`src/rtl/alu_req_arbiter_if.sv`:
```
// Bundle of requester, ALU and response signals for the shared-ALU arbiter.
// Names keep their _i/_o suffixes as seen from the arbiter (slave) side.
//
// Handshake semantics (all channels): a transfer happens on the rising edge
// where valid and ready are both high. The requester presents operands with
// valid high and may change or drop them while ready is low. The arbiter
// holds every resp_* output stable while resp_valid_o is high and
// resp_ready_i is low.
interface alu_req_arbiter_if #(
   parameter int W = 32
);
   logic         req0_valid_i;
   logic         req0_ready_o;
   logic [W-1:0] req0_data1_i;
   logic [W-1:0] req0_data2_i;
   logic [2:0]   req0_op_i;
   logic         req0_type_i;

   logic         req1_valid_i;
   logic         req1_ready_o;
   logic [W-1:0] req1_data1_i;
   logic [W-1:0] req1_data2_i;
   logic [2:0]   req1_op_i;
   logic         req1_type_i;

   logic [W-1:0] alu_data1_o;
   logic [W-1:0] alu_data2_o;
   logic [2:0]   alu_ctrl_o;
   logic         alu_type_o;
   logic [W-1:0] alu_data_i;
   logic         alu_zero_i;

   logic         resp_valid_o;
   logic         resp_ready_i;
   logic         resp_id_o;
   logic [W-1:0] resp_data_o;
   logic         resp_zero_o;
   logic         resp_err_o;

   logic         busy_o;
   logic [1:0]   state_dbg_o;

   modport slave (
      input  req0_valid_i, req0_data1_i, req0_data2_i, req0_op_i, req0_type_i,
      output req0_ready_o,
      input  req1_valid_i, req1_data1_i, req1_data2_i, req1_op_i, req1_type_i,
      output req1_ready_o,
      output alu_data1_o, alu_data2_o, alu_ctrl_o, alu_type_o,
      input  alu_data_i, alu_zero_i,
      output resp_valid_o, resp_id_o, resp_data_o, resp_zero_o, resp_err_o,
      input  resp_ready_i,
      output busy_o, state_dbg_o
   );

   modport master (
      output req0_valid_i, req0_data1_i, req0_data2_i, req0_op_i, req0_type_i,
      input  req0_ready_o,
      output req1_valid_i, req1_data1_i, req1_data2_i, req1_op_i, req1_type_i,
      input  req1_ready_o,
      input  alu_data1_o, alu_data2_o, alu_ctrl_o, alu_type_o,
      output alu_data_i, alu_zero_i,
      input  resp_valid_o, resp_id_o, resp_data_o, resp_zero_o, resp_err_o,
      output resp_ready_i,
      input  busy_o, state_dbg_o
   );
endinterface

```
`src/rtl/alu_req_arbiter.sv`:
```
// Round-robin arbiter sharing one ALU between two requesters. One operation
// is in flight at a time: accept in IDLE, wait ALU_LAT+1 edges in EXEC,
// present the tagged result in RESP until the consumer takes it. Illegal
// opcodes and integer divide-by-zero skip the ALU and answer with err set.
module alu_req_arbiter #(
   parameter int ALU_LAT = 1,
   parameter int W       = 32
) (
   input  logic             clk_i,
   input  logic             rst_i,
   alu_req_arbiter_if.slave bus
);
   localparam int CW = $clog2(ALU_LAT + 2);

   typedef enum logic [1:0] {
      IDLE = 2'd0,
      EXEC = 2'd1,
      RESP = 2'd2
   } state_t;

   state_t          state_q;
   state_t          state_d;
   logic            last_grant_q;
   logic [CW-1:0]   cnt_q;

   logic            grant_any;
   logic            grant_id;
   logic [W-1:0]    sel_a;
   logic [W-1:0]    sel_b;
   logic [2:0]      sel_op;
   logic            sel_type;
   logic            reject;

   // Round-robin grant, only offered while idle; ties go to the non-last id.
   always_comb begin
      grant_any = 1'b0;
      grant_id  = 1'b0;
      if (state_q == IDLE) begin
         if (bus.req0_valid_i && bus.req1_valid_i) begin
            grant_any = 1'b1;
            grant_id  = ~last_grant_q;
         end else if (bus.req0_valid_i) begin
            grant_any = 1'b1;
            grant_id  = 1'b0;
         end else if (bus.req1_valid_i) begin
            grant_any = 1'b1;
            grant_id  = 1'b1;
         end
      end
   end

   assign bus.req0_ready_o = grant_any & ~grant_id;
   assign bus.req1_ready_o = grant_any &  grant_id;

   // Operand mux for the granted requester and screening of illegal ops.
   always_comb begin
      sel_a    = grant_id ? bus.req1_data1_i : bus.req0_data1_i;
      sel_b    = grant_id ? bus.req1_data2_i : bus.req0_data2_i;
      sel_op   = grant_id ? bus.req1_op_i    : bus.req0_op_i;
      sel_type = grant_id ? bus.req1_type_i  : bus.req0_type_i;
      reject   = (sel_op == 3'd0) || (sel_op > 3'd4) ||
                 (sel_type && (sel_op == 3'd4) && (sel_b == '0));
   end

   // State register.
   always_ff @(posedge clk_i) begin
      if (rst_i) state_q <= IDLE;
      else       state_q <= state_d;
   end

   // Next-state logic.
   always_comb begin
      state_d = state_q;
      case (state_q)
         IDLE: if (grant_any) state_d = reject ? RESP : EXEC;
         EXEC: if (cnt_q == CW'(1)) state_d = RESP;
         RESP: if (bus.resp_ready_i) state_d = IDLE;
         default: state_d = IDLE;
      endcase
   end

   // Operand launch, latency count and result capture.
   always_ff @(posedge clk_i) begin
      if (rst_i) begin
         last_grant_q    <= 1'b1;
         cnt_q           <= '0;
         bus.alu_data1_o <= '0;
         bus.alu_data2_o <= '0;
         bus.alu_ctrl_o  <= 3'd0;
         bus.alu_type_o  <= 1'b1;
         bus.resp_id_o   <= 1'b0;
         bus.resp_data_o <= '0;
         bus.resp_zero_o <= 1'b0;
         bus.resp_err_o  <= 1'b0;
      end else begin
         case (state_q)
            IDLE: begin
               if (grant_any) begin
                  last_grant_q  <= grant_id;
                  bus.resp_id_o <= grant_id;
                  if (reject) begin
                     bus.resp_data_o <= '0;
                     bus.resp_zero_o <= 1'b0;
                     bus.resp_err_o  <= 1'b1;
                  end else begin
                     bus.alu_data1_o <= sel_a;
                     bus.alu_data2_o <= sel_b;
                     bus.alu_ctrl_o  <= sel_op;
                     bus.alu_type_o  <= sel_type;
                     cnt_q           <= CW'(ALU_LAT + 1);
                  end
               end
            end
            EXEC: begin
               cnt_q <= cnt_q - CW'(1);
               if (cnt_q == CW'(1)) begin
                  bus.resp_data_o <= bus.alu_data_i;
                  bus.resp_zero_o <= bus.alu_zero_i;
                  bus.resp_err_o  <= 1'b0;
                  // Code 0 tells the ALU to hold its output between ops.
                  bus.alu_ctrl_o  <= 3'd0;
               end
            end
            default: ;
         endcase
      end
   end

   assign bus.resp_valid_o = (state_q == RESP);
   assign bus.busy_o       = (state_q != IDLE);
   assign bus.state_dbg_o  = state_q;
endmodule

```
`src/flat_wrapper.sv`:
```
// flat-port wrapper written by rule: the top's interface ports become plain ports
module alu_req_arbiter_flat 
#(
   parameter int ALU_LAT = 1,
   parameter int W       = 32
)
  (clk_i, rst_i, bus_req0_valid_i, bus_req0_data1_i, bus_req0_data2_i, bus_req0_op_i, bus_req0_type_i, bus_req0_ready_o, bus_req1_valid_i, bus_req1_data1_i, bus_req1_data2_i, bus_req1_op_i, bus_req1_type_i, bus_req1_ready_o, bus_alu_data1_o, bus_alu_data2_o, bus_alu_ctrl_o, bus_alu_type_o, bus_alu_data_i, bus_alu_zero_i, bus_resp_valid_o, bus_resp_id_o, bus_resp_data_o, bus_resp_zero_o, bus_resp_err_o, bus_resp_ready_i, bus_busy_o, bus_state_dbg_o);
  alu_req_arbiter_if #(.W(W)) bus_i ();
  input  logic clk_i;
  input  logic rst_i;
  input wire logic [$bits(bus_i.req0_valid_i)-1:0] bus_req0_valid_i;
  input wire logic [$bits(bus_i.req0_data1_i)-1:0] bus_req0_data1_i;
  input wire logic [$bits(bus_i.req0_data2_i)-1:0] bus_req0_data2_i;
  input wire logic [$bits(bus_i.req0_op_i)-1:0] bus_req0_op_i;
  input wire logic [$bits(bus_i.req0_type_i)-1:0] bus_req0_type_i;
  output wire logic [$bits(bus_i.req0_ready_o)-1:0] bus_req0_ready_o;
  input wire logic [$bits(bus_i.req1_valid_i)-1:0] bus_req1_valid_i;
  input wire logic [$bits(bus_i.req1_data1_i)-1:0] bus_req1_data1_i;
  input wire logic [$bits(bus_i.req1_data2_i)-1:0] bus_req1_data2_i;
  input wire logic [$bits(bus_i.req1_op_i)-1:0] bus_req1_op_i;
  input wire logic [$bits(bus_i.req1_type_i)-1:0] bus_req1_type_i;
  output wire logic [$bits(bus_i.req1_ready_o)-1:0] bus_req1_ready_o;
  output wire logic [$bits(bus_i.alu_data1_o)-1:0] bus_alu_data1_o;
  output wire logic [$bits(bus_i.alu_data2_o)-1:0] bus_alu_data2_o;
  output wire logic [$bits(bus_i.alu_ctrl_o)-1:0] bus_alu_ctrl_o;
  output wire logic [$bits(bus_i.alu_type_o)-1:0] bus_alu_type_o;
  input wire logic [$bits(bus_i.alu_data_i)-1:0] bus_alu_data_i;
  input wire logic [$bits(bus_i.alu_zero_i)-1:0] bus_alu_zero_i;
  output wire logic [$bits(bus_i.resp_valid_o)-1:0] bus_resp_valid_o;
  output wire logic [$bits(bus_i.resp_id_o)-1:0] bus_resp_id_o;
  output wire logic [$bits(bus_i.resp_data_o)-1:0] bus_resp_data_o;
  output wire logic [$bits(bus_i.resp_zero_o)-1:0] bus_resp_zero_o;
  output wire logic [$bits(bus_i.resp_err_o)-1:0] bus_resp_err_o;
  input wire logic [$bits(bus_i.resp_ready_i)-1:0] bus_resp_ready_i;
  output wire logic [$bits(bus_i.busy_o)-1:0] bus_busy_o;
  output wire logic [$bits(bus_i.state_dbg_o)-1:0] bus_state_dbg_o;
  assign bus_i.req0_valid_i = bus_req0_valid_i;
  assign bus_i.req0_data1_i = bus_req0_data1_i;
  assign bus_i.req0_data2_i = bus_req0_data2_i;
  assign bus_i.req0_op_i = bus_req0_op_i;
  assign bus_i.req0_type_i = bus_req0_type_i;
  assign bus_req0_ready_o = bus_i.req0_ready_o;
  assign bus_i.req1_valid_i = bus_req1_valid_i;
  assign bus_i.req1_data1_i = bus_req1_data1_i;
  assign bus_i.req1_data2_i = bus_req1_data2_i;
  assign bus_i.req1_op_i = bus_req1_op_i;
  assign bus_i.req1_type_i = bus_req1_type_i;
  assign bus_req1_ready_o = bus_i.req1_ready_o;
  assign bus_alu_data1_o = bus_i.alu_data1_o;
  assign bus_alu_data2_o = bus_i.alu_data2_o;
  assign bus_alu_ctrl_o = bus_i.alu_ctrl_o;
  assign bus_alu_type_o = bus_i.alu_type_o;
  assign bus_i.alu_data_i = bus_alu_data_i;
  assign bus_i.alu_zero_i = bus_alu_zero_i;
  assign bus_resp_valid_o = bus_i.resp_valid_o;
  assign bus_resp_id_o = bus_i.resp_id_o;
  assign bus_resp_data_o = bus_i.resp_data_o;
  assign bus_resp_zero_o = bus_i.resp_zero_o;
  assign bus_resp_err_o = bus_i.resp_err_o;
  assign bus_i.resp_ready_i = bus_resp_ready_i;
  assign bus_busy_o = bus_i.busy_o;
  assign bus_state_dbg_o = bus_i.state_dbg_o;
  alu_req_arbiter #(.ALU_LAT(ALU_LAT), .W(W)) u_core (.clk_i(clk_i), .rst_i(rst_i), .bus(bus_i));
endmodule
```
`config.mk`:
```
export PLATFORM = sky130hd
export DESIGN_NAME = alu_req_arbiter_flat
export DESIGN_NICKNAME = d
export VERILOG_FILES = /design/src/rtl/alu_req_arbiter_if.sv /design/src/rtl/alu_req_arbiter.sv /design/src/flat_wrapper.sv
export SDC_FILE = /design/constraint.sdc
export NUM_CORES = 1
export LEC_CHECK = 0
export ABC_AREA = 1
export BUFFER_PORTS_ARGS = -buffer_cell sky130_fd_sc_hd__buf_2
export CAP_MARGIN = 20
export CORE_MARGIN = 2
export CORE_UTILIZATION = 42
export CTS_BUF_LIST = sky130_fd_sc_hd__clkbuf_8
export DETAILED_ROUTE_END_ITERATION = 10
export MAX_ROUTING_LAYER = met4
export PLACE_DENSITY = 0.81
export SLEW_MARGIN = 20
export SYNTH_ARGS = -nofsm -noshare
export SYNTH_HDL_FRONTEND = slang
export SYNTH_SLANG_ARGS = --single-unit
```
`constraint.sdc`:
```
create_clock -name clk_i -period 2.63 [get_ports clk_i]
set_input_delay 0.1315 -clock clk_i [delete_from_list [all_inputs] [get_ports clk_i]]
set_output_delay 0.1315 -clock clk_i [all_outputs]
set_load 0.005 [all_outputs]
```
# Yosys cells after proc, flatten, opt, wreduce, memory -nomap -nowiden
# Cells that the tools add are included.
[word_totals]
ff_bits = 108
inputBits = 174
out_inout_bits = 109
[classes]
mux = 35
magnitude_cmp = 1
n_eq_ne = 9
n_bitwise = 5
reduce_logical = 16
n_addsub = 1
[op_table]
columns = ["cell", "n"]
rows = [
  ["32-bit 2-to-1 mux", 5],
  ["32-bit one-hot mux with 2 select lines", 1],
  ["32-bit logical NOT", 1],
  ["1-bit 2-to-1 mux", 14],
  ["2-bit 2-to-1 mux", 6],
  ["3-bit 2-to-1 mux", 4],
  ["3-bit AND reduction", 3],
  ["2-bit by 1-bit != test with 1-bit output, second input constant", 4],
  ["4-bit AND reduction", 2],
  ["2-bit one-hot mux with 3 select lines", 1],
  ["3-bit one-hot mux with 2 select lines", 1],
  ["2-bit by 1-bit == test with 1-bit output, second input constant", 2],
  ["1-bit one-hot mux with 2 select lines", 2],
  ["2-bit one-hot mux with 2 select lines", 1],
  ["2-bit nonzero test", 2],
  ["3-bit == test, second input constant", 1],
  ["3-bit > comparator, second input constant", 1],
  ["1-bit logical AND", 3],
  ["3-bit logical NOT", 1],
  ["1-bit inverter", 3],
  ["1-bit bitwise AND", 2],
  ["2-bit == test, second input constant", 1],
  ["2-bit logical NOT", 1],
  ["1-bit logical OR", 2],
  ["other kinds (3)", 3],
]

# Longest topological paths before layout
# Gate-level depths: netlist of the first run.
[logic_depth]
word_depth = 12
depth_mapped = 20
depth_no_buf = 18

# Least setup slack after synthesis of the first run
# Ideal clock, no wire load.
[synth_path]
path_kind = "reg-to-reg"
startpoint = "register u_core.state_q[1], in the netlist u_core.bus.state_dbg_o[1]"
endpoint = "register u_core.bus.resp_data_o[21]"
synth_period_minus_slack_ps = 2485
stages_incl_launch_ff = 19
arrival_ps = 2353
n_path_buf = 3
path_slack_ps = 145
setup_time_ps = 132
path_cell_list = "dfxtp_1 nor2_4 nand3_4 inv_2 buf_2 clkbuf_1 nand2_1 nand2_1 ha_1 nand3_1 nor2_1 nand2_1 nor2_1 nand3_2 nand3_1 nand3_2 buf_2 nand2_1 a21oi_1"
[synth_between]
elab_chain_len = 9
elab_cells_between_ends = 21
cone_classes = "order compare (1); eq/ne (5); mux (6); reduce/logical (9)"
[synth_lines]
columns = ["item", "line_no", "rtl"]
rows = [
  ["from (decl)", "alu_req_arbiter.sv:21", "state_t state_q;"],
  ["from (signal assigned)", "alu_req_arbiter.sv:68", "else state_q <= state_d;"],
  ["parallel branches: the longest is 9 deep, another holds 3-bit > comparator", "n/a", ""],
  ["to (signal assigned)", "alu_req_arbiter.sv:117", "bus.resp_data_o <= bus.alu_data_i;"],
  ["to (decl)", "alu_req_arbiter_if.sv:50", "output resp_valid_o, resp_id_o, resp_data_o, resp_zero_o, resp_err_o,"],
]
# Parallel ways; which one is timed is not known.
# A chain may end at the register's enable or synchronous reset.

# Final worst setup path of the first run
[layout_path]
startpoint = "register u_core.state_q[1], in the netlist u_core.bus.state_dbg_o[1]"
endpoint = "register u_core.bus.resp_data_o[16]"
# The elaborated chain is that of the path after synthesis.

==> report_table.html, run 1 <==
<table>
<tr><th>Metric</th><th>Value</th></tr>
<tr><th colspan="2">Drt</th></tr>
<tr><td>Met3 wire length</td><td>1230 µm</td></tr>
<tr><td>Routed wire length</td><td>16200 µm</td></tr>
<tr><td>Count of antenna-violating nets left after detailed routing</td><td>0</td></tr>
<tr><td>DR top layer</td><td>met4</td></tr>
<tr><td>Wire length on met2</td><td>7820 µm</td></tr>
<tr><td>Vias after detailed routing</td><td>5948</td></tr>
<tr><td>Wire length per cell</td><td>13.1 µm</td></tr>
<tr><td>Via density per instance</td><td>4.81</td></tr>
<tr><td>Number of violations reported at the end of detailed-routing iteration 0</td><td>476</td></tr>
<tr><td>Length of the first detailed-routing pass in iterations</td><td>4</td></tr>
<tr><td>M1 wire length</td><td>6670 µm</td></tr>
<tr><td>Number of remaining DRC errors</td><td>0</td></tr>
<tr><th colspan="2">Placement</th></tr>
<tr><td>Placed cell areas</td><td>6580 µm²</td></tr>
<tr><td>Routability-driven placement congestion ratio</td><td>0.858</td></tr>
<tr><td>Dpl ws</td><td>231 ps</td></tr>
<tr><td>Post-DP HPWL</td><td>11600 µm</td></tr>
<tr><td>Port Buffers</td><td>282</td></tr>
<tr><th colspan="2">Timing</th></tr>
<tr><td>Final min period</td><td>2280 ps</td></tr>
<tr><td>Final number of hold-violating endpoints</td><td>0</td></tr>
<tr><td>Transition time of the tightest slew-check pin</td><td>576 ps</td></tr>
<tr><td>Final setup violation count</td><td>0</td></tr>
<tr><td>Peak Freq</td><td>0.439 GHz</td></tr>
<tr><td>Crit share post-route</td><td>86.7%</td></tr>
<tr><td>Final Worst Setup Slack</td><td>350 ps</td></tr>
<tr><td>Setup repair after global routing missed its margin</td><td>no</td></tr>
<tr><td>Relative slew slack</td><td>61.6%</td></tr>
<tr><td>Total Neg Setup Slack</td><td>0 ps</td></tr>
<tr><td>Hold slack</td><td>17.9 ps</td></tr>
<tr><td>Setup clock skew after layout</td><td>11.2 ps</td></tr>
<tr><td>Final count of pins violating max slew</td><td>0</td></tr>
<tr><th colspan="2">Final layout</th></tr>
<tr><td>Final-stage net count</td><td>1258</td></tr>
<tr><td>Area grow syn2layout</td><td>39.0%</td></tr>
<tr><td>Post-Layout Inst Area</td><td>7060 µm²</td></tr>
<tr><td>Layout cell share with drive strength beyond 1</td><td>29.7%</td></tr>
<tr><td>Post-route core utilization</td><td>59.3%</td></tr>
<tr><td>Fill cell count</td><td>1178</td></tr>
<tr><th colspan="2">Clock tree</th></tr>
<tr><td>CTS tree</td><td>yes</td></tr>
<tr><td>Clock-pin slew reported for the worst setup and hold paths after clock tree synthesis</td><td>110 ps</td></tr>
<tr><td>Clock Root Buffer</td><td>clkbuf_8</td></tr>
<tr><td>Number of H-tree levels</td><td>3</td></tr>
<tr><td>Clock insertion delay at the later pin of the skew report</td><td>370 ps</td></tr>
<tr><td>Number of clock sinks seen by CTS</td><td>108</td></tr>
<tr><td>Number of clock buffers inserted by TritonCTS</td><td>9</td></tr>
<tr><td>Max Root-Sink Buffers</td><td>2</td></tr>
<tr><th colspan="2">Pwr</th></tr>
<tr><td>PwrDens</td><td>882 nW/µm²</td></tr>
<tr><td>VDD IR-drop max</td><td>554 µV</td></tr>
<tr><td>Leakage dissipation</td><td>3.76 nW</td></tr>
<tr><th colspan="2">Job</th></tr>
<tr><td>Max-cap viol count</td><td>0</td></tr>
<tr><th colspan="2">Worst setup path</th></tr>
<tr><td>Crit end category</td><td>flop</td></tr>
<tr><td>Cell-by-cell trace of the critical path</td><td>nor2_4 &gt; nand3_4 &gt; inv_2 &gt; nand2_1 &gt; nand2_1 &gt; nor2_1 &gt; ha_1 &gt; nand3_1 &gt; nor2_1 &gt; nand2_1 &gt; nor2_1 &gt; nand3_2 &gt; nand3_1 &gt; nand3_2 &gt; buf_4 &gt; nand2_1 &gt; a21oi_1</td></tr>
<tr><td>Worst R2R Path Depth</td><td>17</td></tr>
<tr><td>Class of the most critical setup path</td><td>flop to flop</td></tr>
<tr><td>Max FO, Critical Path</td><td>23</td></tr>
<tr><td>Category of the worst setup path launch point</td><td>flop</td></tr>
<tr><td>Worst Path Arrival</td><td>2520 ps</td></tr>
<tr><td>Required time reported for the critical path endpoint</td><td>2870 ps</td></tr>
<tr><td>Top cell by count, worst path</td><td>nand2_1</td></tr>
<tr><td>Slowest cell on crit path</td><td>dfxtp_1</td></tr>
<tr><td>Highest cell delay on the worst timing path</td><td>440 ps</td></tr>
<tr><th colspan="2">Die</th></tr>
<tr><td>Initial core utilization</td><td>42.7%</td></tr>
<tr><td>Vertical die dimension</td><td>114 µm</td></tr>
<tr><td>Row cnt</td><td>40</td></tr>
<tr><td>DIE AREA</td><td>13000 µm²</td></tr>
<tr><td>CORE AREA</td><td>11900 µm²</td></tr>
<tr><td>I/O pin count</td><td>283</td></tr>
<tr><td>Horiz. Die Dim</td><td>114 µm</td></tr>
<tr><th colspan="2">Synth</th></tr>
<tr><td>Xor/xnor share of the synthesized area</td><td>0%</td></tr>
<tr><td>Combinational family with the most area after synthesis</td><td>simple AND/OR/NAND/NOR gates</td></tr>
<tr><td>Share of flip-flops with an asynchronous set or reset after synthesis</td><td>0%</td></tr>
<tr><td>Top_reg_cell synth</td><td>dfxtp_1</td></tr>
<tr><td>Average footprint of a synthesized cell</td><td>6.39 µm²</td></tr>
<tr><td>Syn Nets</td><td>971</td></tr>
<tr><td>Synth Instances</td><td>795</td></tr>
<tr><td>Most common cell in the netlist</td><td>nand2_1</td></tr>
<tr><td>Proportion of netlist area held by the largest area contributor</td><td>42.5%</td></tr>
<tr><td>Largest cells by area after synthesis</td><td>dfxtp_1 43%, nand2_1 29%, a21oi_1 10%</td></tr>
<tr><td>Register area share after synthesis</td><td>42.5%</td></tr>
<tr><td>Cell taking the most area after synthesis</td><td>dfxtp_1</td></tr>
<tr><td>Most frequent cells after synthesis</td><td>391 x nand2_1, 108 x dfxtp_1, 102 x a21oi_1</td></tr>
<tr><td>Post-synth EDFFs</td><td>0</td></tr>
<tr><td>Fraction of synthesized area in multiplexers</td><td>0%</td></tr>
<tr><td>Total number of yosys warnings</td><td>0</td></tr>
<tr><td>Share of the synthesized area in compound gates (AO/OA/AOI/OAI)</td><td>10.4%</td></tr>
<tr><td>Share of synthesized cell area in full adder, half adder and majority cells</td><td>0.492%</td></tr>
<tr><td>Summed instance area of the synthesized netlist</td><td>5080 µm²</td></tr>
<tr><td>Post-Synth Simple-Gate Area</td><td>37.5%</td></tr>
<tr><td>Post-synthesis sequential element count</td><td>108</td></tr>
<tr><td>Number of distinct library cells after synthesis</td><td>19</td></tr>
<tr><th colspan="2">Hold path</th></tr>
<tr><td>Worst hold stages</td><td>3</td></tr>
<tr><td>Type of the most critical hold path</td><td>input port to flop</td></tr>
<tr><th colspan="2">Outcome</th></tr>
<tr><td>Outcome</td><td>finished, final reports clean</td></tr>
<tr><th colspan="2">Global routing</th></tr>
<tr><td>Largest net degree at the start of global routing</td><td>54</td></tr>
<tr><td>Via count of the first global-routing pass</td><td>5432</td></tr>
<tr><td>All-Layer GR Usage</td><td>24.6%</td></tr>
<tr><td>Global-route wire length before repair</td><td>24900 µm</td></tr>
<tr><td>Total global routing overflow</td><td>0</td></tr>
<tr><td>Initial antenna violation count</td><td>2</td></tr>
</table>
## final timing paths
path                                              to                                   start  slack [ps]
max          u_core.bus.resp_data_o[16]$_SDFFE_PP0P_  u_core.bus.state_dbg_o[1]$_SDFFE_PP0P_         350
min          u_core.bus.resp_data_o[30]$_SDFFE_PP0P_                      bus_alu_data_i[30]          20
max reg2reg  u_core.bus.resp_data_o[16]$_SDFFE_PP0P_  u_core.bus.state_dbg_o[1]$_SDFFE_PP0P_         350
min reg2reg       u_core.bus.resp_err_o$_SDFFE_PP0P_      u_core.bus.resp_err_o$_SDFFE_PP0P_         460
## layout make-up
type,instances,area [µm²],area share [%]
multi-input cells,579,2460,34.9
flip-flops and latches,108,2160,30.6
clock buffers,9,124,1.75
repair buffers,324,1820,25.8
inverters,60,225,3.19
well taps,147,184,2.60
diodes,2,5.00,0.0708
clock inverters,7,82.6,1.17
## kinds of logic (layout without fill, tap and decap cells)
kind of cell             count (synthesis)  in the layout
adder cells (fa/ha/maj)                  2              2
AO/OA/AOI/OAI                          106            106
flip-flops                             108            108
AND/OR/NAND/NOR                        471            471
other                                    0              2
buffers and inverters                  108            400
## sequential cells by signal (all words and copies together) (netlist names)
name / flops
u_core.bus.alu_data2_o: 32
u_core.bus.alu_type_o: 1
u_core.bus.alu_data1_o: 32
u_core.bus.resp_zero_o: 1
u_core.bus.alu_ctrl_o: 3
u_core.bus.resp_id_o: 1
u_core.last_grant_q: 1
u_core.cnt_q: 2
u_core.bus.resp_err_o: 1
u_core.bus.state_dbg_o: 2
u_core.bus.resp_data_o: 32
## where the power goes
| part | internal, mW | total (mW) | switching, mW |
|---|---|---|---|
| Sequential | 2.01 | 2.21 | 0.202 |
| Combinational | 1.10 | 2.96 | 1.86 |
| Clock | 0.456 | 1.06 | 0.607 |
## routing by layer
layer	vias to the layer above	global-route usage [%]
met4	0	9.84
met2	265	41.7
li1	3060	-
met1	2586	28.7
met3	37	4.73
met5	-	-
## placed cells by master (no fill, tap or decap), drive strengths merged
master	netlist	final
buf	24	299
diode	0	2
nand3	29	29
dlygate4sd3	0	25
nor2	25	25
nand2	391	391
nand4	25	25
or2	1	1
a21oi	102	102
clkinv	2	3
bufinv	0	1
ha	2	2
dfxtp	108	108
clkinvlp	0	2
inv	58	61
clkbuf	24	9
o21ai	4	4
## metrics by stage
stage	cells	power, mW
2_1_floorplan	795	4.14
3_3_place_gp	1192	5.09
3_5_place_dp	1192	5.13
4_1_cts	1233	6.23
5_1_grt	1236	6.74
6_report	1236	6.23
## what timing repair did
item | 4_1_cts | 5_1_grt
endpoints found under the hold margin | 25 | 0
setup endpoints to repair | 0 | 54
hold buffers | 25 | 0
setup buffers | 0 | 1
gates resized for setup | 0 | 4
## worst max-delay path: cells and delay by family, from the launching register on
kind,cells,cell delay (ps)
buf+inv,2,300
compound gates,1,50
flops,1,440
simple gates,13,1190
fa+ha+maj,1,170
No activity file was read; power rests on OpenSTA's default activity.
==> run 2, diff against run 1 <==
--- a/config.mk
+++ b/config.mk
@@ -5,11 +5,10 @@
 export SDC_FILE = /design/constraint.sdc
 export NUM_CORES = 1
 export LEC_CHECK = 0
-export ABC_AREA = 1
 export BUFFER_PORTS_ARGS = -buffer_cell sky130_fd_sc_hd__buf_2
 export CAP_MARGIN = 20
 export CORE_MARGIN = 2
-export CORE_UTILIZATION = 42
+export CORE_UTILIZATION = 43
 export CTS_BUF_LIST = sky130_fd_sc_hd__clkbuf_8
 export DETAILED_ROUTE_END_ITERATION = 10
 export MAX_ROUTING_LAYER = met4
==> report_table.html, run 2 <==
<table>
<tr><th>Metric</th><th>Value</th></tr>
<tr><th colspan="2">Timing</th></tr>
<tr><td>Total Neg Setup Slack</td><td>0 ps (unchanged)</td></tr>
<tr><td>Setup repair after global routing missed its margin</td><td>yes</td></tr>
<tr><td>Final Worst Setup Slack</td><td>10.7 ps (-339 ps)</td></tr>
<tr><td>Final min period</td><td>2620 ps (+339 ps)</td></tr>
<tr><td>Transition time of the tightest slew-check pin</td><td>622 ps (+46.8 ps)</td></tr>
<tr><td>Peak Freq</td><td>0.382 GHz (-13%)</td></tr>
<tr><td>Final count of pins violating max slew</td><td>0 (unchanged)</td></tr>
<tr><td>Final number of hold-violating endpoints</td><td>0 (unchanged)</td></tr>
<tr><td>Relative slew slack</td><td>58.5% (-3.1 points)</td></tr>
<tr><td>Final setup violation count</td><td>0 (unchanged)</td></tr>
<tr><td>Setup clock skew after layout</td><td>10.3 ps (-0.922 ps)</td></tr>
<tr><td>Crit share post-route</td><td>99.6% (+13 points)</td></tr>
<tr><th colspan="2">Pwr</th></tr>
<tr><td>Total power</td><td>5.85 mW (-6.2%)</td></tr>
<tr><td>VDD IR-drop max</td><td>345 µV (-38%)</td></tr>
<tr><td>PwrDens</td><td>760 nW/µm² (-14%)</td></tr>
<tr><td>Leakage dissipation</td><td>3.73 nW (-0.89%)</td></tr>
<tr><th colspan="2">Final layout</th></tr>
<tr><td>Post-Layout Inst Area</td><td>7690 µm² (+8.9%)</td></tr>
<tr><td>Area grow syn2layout</td><td>40.0%</td></tr>
<tr><td>Final-stage net count</td><td>1144 (-9.1%)</td></tr>
<tr><td>Number of antenna cells inserted</td><td>0 (-2)</td></tr>
<tr><td>Layout cell share with drive strength beyond 1</td><td>36.2% (+6.5 points)</td></tr>
<tr><td>Commonest cells after routing, fill and taps aside</td><td>281 x buf_2, 167 x nand2_1, 106 x dfxtp_1</td></tr>
<tr><td>Biggest regs</td><td>u_core.bus.alu_data1_o x32, u_core.bus.alu_data2_o x32, u_core.bus.resp_data_o x32</td></tr>
<tr><td>Sequential cell area</td><td>2160 µm² (+0.12%)</td></tr>
<tr><td>Footprint of the multi-input gates</td><td>3080 µm² (+25%)</td></tr>
<tr><td>Post-layout instance count excluding filler cells</td><td>1145 (-7.4%)</td></tr>
<tr><td>Commonest non-fill, non-tap cell in the layout</td><td>buf_2</td></tr>
<tr><td>Fill cell count</td><td>1115 (-5.3%)</td></tr>
<tr><th colspan="2">Clock tree</th></tr>
<tr><td>Number of clock buffers inserted by TritonCTS</td><td>9 (unchanged)</td></tr>
<tr><td>Number of H-tree levels</td><td>3 (unchanged)</td></tr>
<tr><td>Clock Root Buffer</td><td>clkbuf_8</td></tr>
<tr><td>Number of clock sinks seen by CTS</td><td>108 (unchanged)</td></tr>
<tr><td>CTS tree</td><td>yes</td></tr>
<tr><td>Clock-pin slew reported for the worst setup and hold paths after clock tree synthesis</td><td>110 ps (about the same)</td></tr>
<tr><td>Max Root-Sink Buffers</td><td>2 (unchanged)</td></tr>
<tr><td>Clock insertion delay at the later pin of the skew report</td><td>370 ps (about the same)</td></tr>
<tr><th colspan="2">Synth</th></tr>
<tr><td>Total number of yosys warnings</td><td>0 (unchanged)</td></tr>
<tr><td>Combinational family with the most area after synthesis</td><td>simple AND/OR/NAND/NOR gates</td></tr>
<tr><td>Number of distinct library cells after synthesis</td><td>42 (+23)</td></tr>
<tr><td>Post-synth EDFFs</td><td>0 (unchanged)</td></tr>
<tr><td>Syn Nets</td><td>852 (-12%)</td></tr>
<tr><td>Proportion of netlist area held by the largest area contributor</td><td>39.3% (-3.2 points)</td></tr>
<tr><td>Average footprint of a synthesized cell</td><td>8.13 µm² (+27%)</td></tr>
<tr><td>Register area share after synthesis</td><td>39.3% (-3.2 points)</td></tr>
<tr><td>Post-Synth Simple-Gate Area</td><td>23.5% (-14 points)</td></tr>
<tr><td>Most frequent cells after synthesis</td><td>168 x nand2_1, 108 x dfxtp_1, 69 x a21oi_1</td></tr>
<tr><td>Cell taking the most area after synthesis</td><td>dfxtp_1</td></tr>
<tr><td>Most common cell in the netlist</td><td>nand2_1</td></tr>
<tr><td>Share of the synthesized area in compound gates (AO/OA/AOI/OAI)</td><td>16.9% (+6.5 points)</td></tr>
<tr><td>Share of flip-flops with an asynchronous set or reset after synthesis</td><td>0% (unchanged)</td></tr>
<tr><td>Post-synthesis sequential element count</td><td>108 (unchanged)</td></tr>
<tr><td>Share of synthesized cell area in full adder, half adder and majority cells</td><td>0.455% (-0.037 points)</td></tr>
<tr><td>Largest cells by area after synthesis</td><td>dfxtp_1 39%, nand2_1 11%, mux2_1 10%</td></tr>
<tr><td>Top_reg_cell synth</td><td>dfxtp_1</td></tr>
<tr><td>Synth Instances</td><td>676 (-15%)</td></tr>
<tr><td>Xor/xnor share of the synthesized area</td><td>0% (unchanged)</td></tr>
<tr><td>Summed instance area of the synthesized netlist</td><td>5500 µm² (+8.2%)</td></tr>
<tr><td>Fraction of synthesized area in multiplexers</td><td>14.3% (+14 points)</td></tr>
<tr><th colspan="2">Drt</th></tr>
<tr><td>Length of the first detailed-routing pass in iterations</td><td>5 (+1)</td></tr>
<tr><td>Routed wire length</td><td>17500 µm (+7.8%)</td></tr>
<tr><td>Wire length per cell</td><td>15.3 µm (+16%)</td></tr>
<tr><td>Number of violations reported at the end of detailed-routing iteration 0</td><td>425 (-11%)</td></tr>
<tr><td>Number of remaining DRC errors</td><td>0 (unchanged)</td></tr>
<tr><td>Vias after detailed routing</td><td>5858 (-1.5%)</td></tr>
<tr><td>Via density per instance</td><td>5.12 (+6.3%)</td></tr>
<tr><td>Count of antenna-violating nets left after detailed routing</td><td>0 (unchanged)</td></tr>
<tr><th colspan="2">Die</th></tr>
<tr><td>Horiz. Die Dim</td><td>117 µm (+2.7%)</td></tr>
<tr><td>Row cnt</td><td>41 (+2.5%)</td></tr>
<tr><td>CORE AREA</td><td>12600 µm² (+5.5%)</td></tr>
<tr><td>Vertical die dimension</td><td>117 µm (+2.7%)</td></tr>
<tr><td>DIE AREA</td><td>13700 µm² (+5.5%)</td></tr>
<tr><td>I/O pin count</td><td>283 (unchanged)</td></tr>
<tr><td>Initial core utilization</td><td>43.7% (+1.1 points)</td></tr>
<tr><th colspan="2">Global routing</th></tr>
<tr><td>All-Layer GR Usage</td><td>24.7% (+0.15 points)</td></tr>
<tr><td>Largest net degree at the start of global routing</td><td>87 (+61%)</td></tr>
<tr><td>Via count of the first global-routing pass</td><td>5211 (-4.1%)</td></tr>
<tr><td>Global-route wire length before repair</td><td>25800 µm (+3.3%)</td></tr>
<tr><td>Initial antenna violation count</td><td>0 (-2)</td></tr>
<tr><td>Total global routing overflow</td><td>0 (unchanged)</td></tr>
<tr><th colspan="2">Worst setup path</th></tr>
<tr><td>Crit end category</td><td>flop</td></tr>
<tr><td>Category of the worst setup path launch point</td><td>flop</td></tr>
<tr><td>Required time reported for the critical path endpoint</td><td>2880 ps (about the same)</td></tr>
<tr><td>Max FO, Critical Path</td><td>16 (-30%)</td></tr>
<tr><td>Worst Path Arrival</td><td>2870 ps (+350 ps)</td></tr>
<tr><td>Class of the most critical setup path</td><td>flop to flop</td></tr>
<tr><th colspan="2">Placement</th></tr>
<tr><td>Placed cell areas</td><td>7070 µm² (+7.5%)</td></tr>
<tr><td>Routability-driven placement congestion ratio</td><td>0.852 (-0.69%)</td></tr>
<tr><td>Dpl ws</td><td>12.3 ps (-219 ps)</td></tr>
<tr><td>Post-DP HPWL</td><td>12300 µm (+5.9%)</td></tr>
<tr><td>Dpl cells</td><td>1094 (-8.2%)</td></tr>
<tr><td>Port Buffers</td><td>282 (unchanged)</td></tr>
<tr><th colspan="2">Hold path</th></tr>
<tr><td>Type of the most critical hold path</td><td>input port to flop</td></tr>
<tr><th colspan="2">Outcome</th></tr>
<tr><td>Outcome</td><td>finished, final reports clean</td></tr>
<tr><th colspan="2">Job</th></tr>
<tr><td>Max-cap viol count</td><td>0 (unchanged)</td></tr>
</table>
## run 2: logic make-up after synthesis
kind of cell	after synthesis
simple gates	279
compound gates	155
flops	108
mux	70
buf+inv	62
fa+ha+maj	2
## run 2: per-layer routing
metal / wire [µm] / GRT usage, %
met1: 7100 / 28.4
met4: 434 / 7.76
met2: 8750 / 42.9
met3: 1200 / 5.61
met5: 0 / -
## run 2: what timing repair did
| action | 4_1_cts | 5_1_grt |
|---|---|---|
| resized for setup | 2 | 3 |
| endpoints found under the hold margin | 29 | 0 |
| setup buffers | 0 | 4 |
| pin swaps | 1 | 1 |
| setup endpoints to repair | 32 | 64 |
| hold buffers | 29 | 0 |
| cloned | 0 | 2 |
## run 2: area by class of cell
type | instances | share of cell area (%)
clock inverters | 7 | 1.28
multi-input cells | 506 | 40.0
inverters | 11 | 0.537
clock buffers | 9 | 1.61
repair buffers | 332 | 25.6
flip-flops and latches | 108 | 28.1
well taps | 172 | 2.80
## run 2: final timing paths
kind                                     startpoint                                      end  cells after the start  slack (ps)
max          u_core.bus.state_dbg_o[1]$_SDFFE_PP0P_   u_core.bus.alu_data1_o[8]$_SDFFE_PP0P_                     11          10
max reg2reg  u_core.bus.state_dbg_o[1]$_SDFFE_PP0P_   u_core.bus.alu_data1_o[8]$_SDFFE_PP0P_                     11          10
min                              bus_alu_data_i[12]  u_core.bus.resp_data_o[12]$_SDFFE_PP0P_                      3           8
min reg2reg       u_core.bus.resp_id_o$_SDFFE_PP0P_        u_core.bus.resp_id_o$_SDFFE_PP0P_                      2         460
## run 2: worst max-delay path, cell delays in order, from the launching register on
cell	delay, ps
dfxtp_2	350
a211oi_4	230
nand2_2	110
or3_1	330
o31ai_2	80
ha_2	220
nand4_1	130
a2bb2oi_4	220
o21ai_4	180
buf_12	160
clkbuf_16	190
mux2_1	320
## run 2: per-stage QoR
stage	utilization [%]	hold WS, ps
2_1_floorplan	-	277
3_3_place_gp	56.3	361
3_5_place_dp	56.3	371
4_1_cts	60.4	0.109
5_1_grt	61.2	10.9
6_report	61.2	8.31
## run 2: power breakdown
part	leakage, nW	switching (mW)	internal, mW
registers	0.880	0.176	1.99
logic	2.74	1.32	1.24
clock network	0.110	0.584	0.542
total	3.73	2.08	3.76
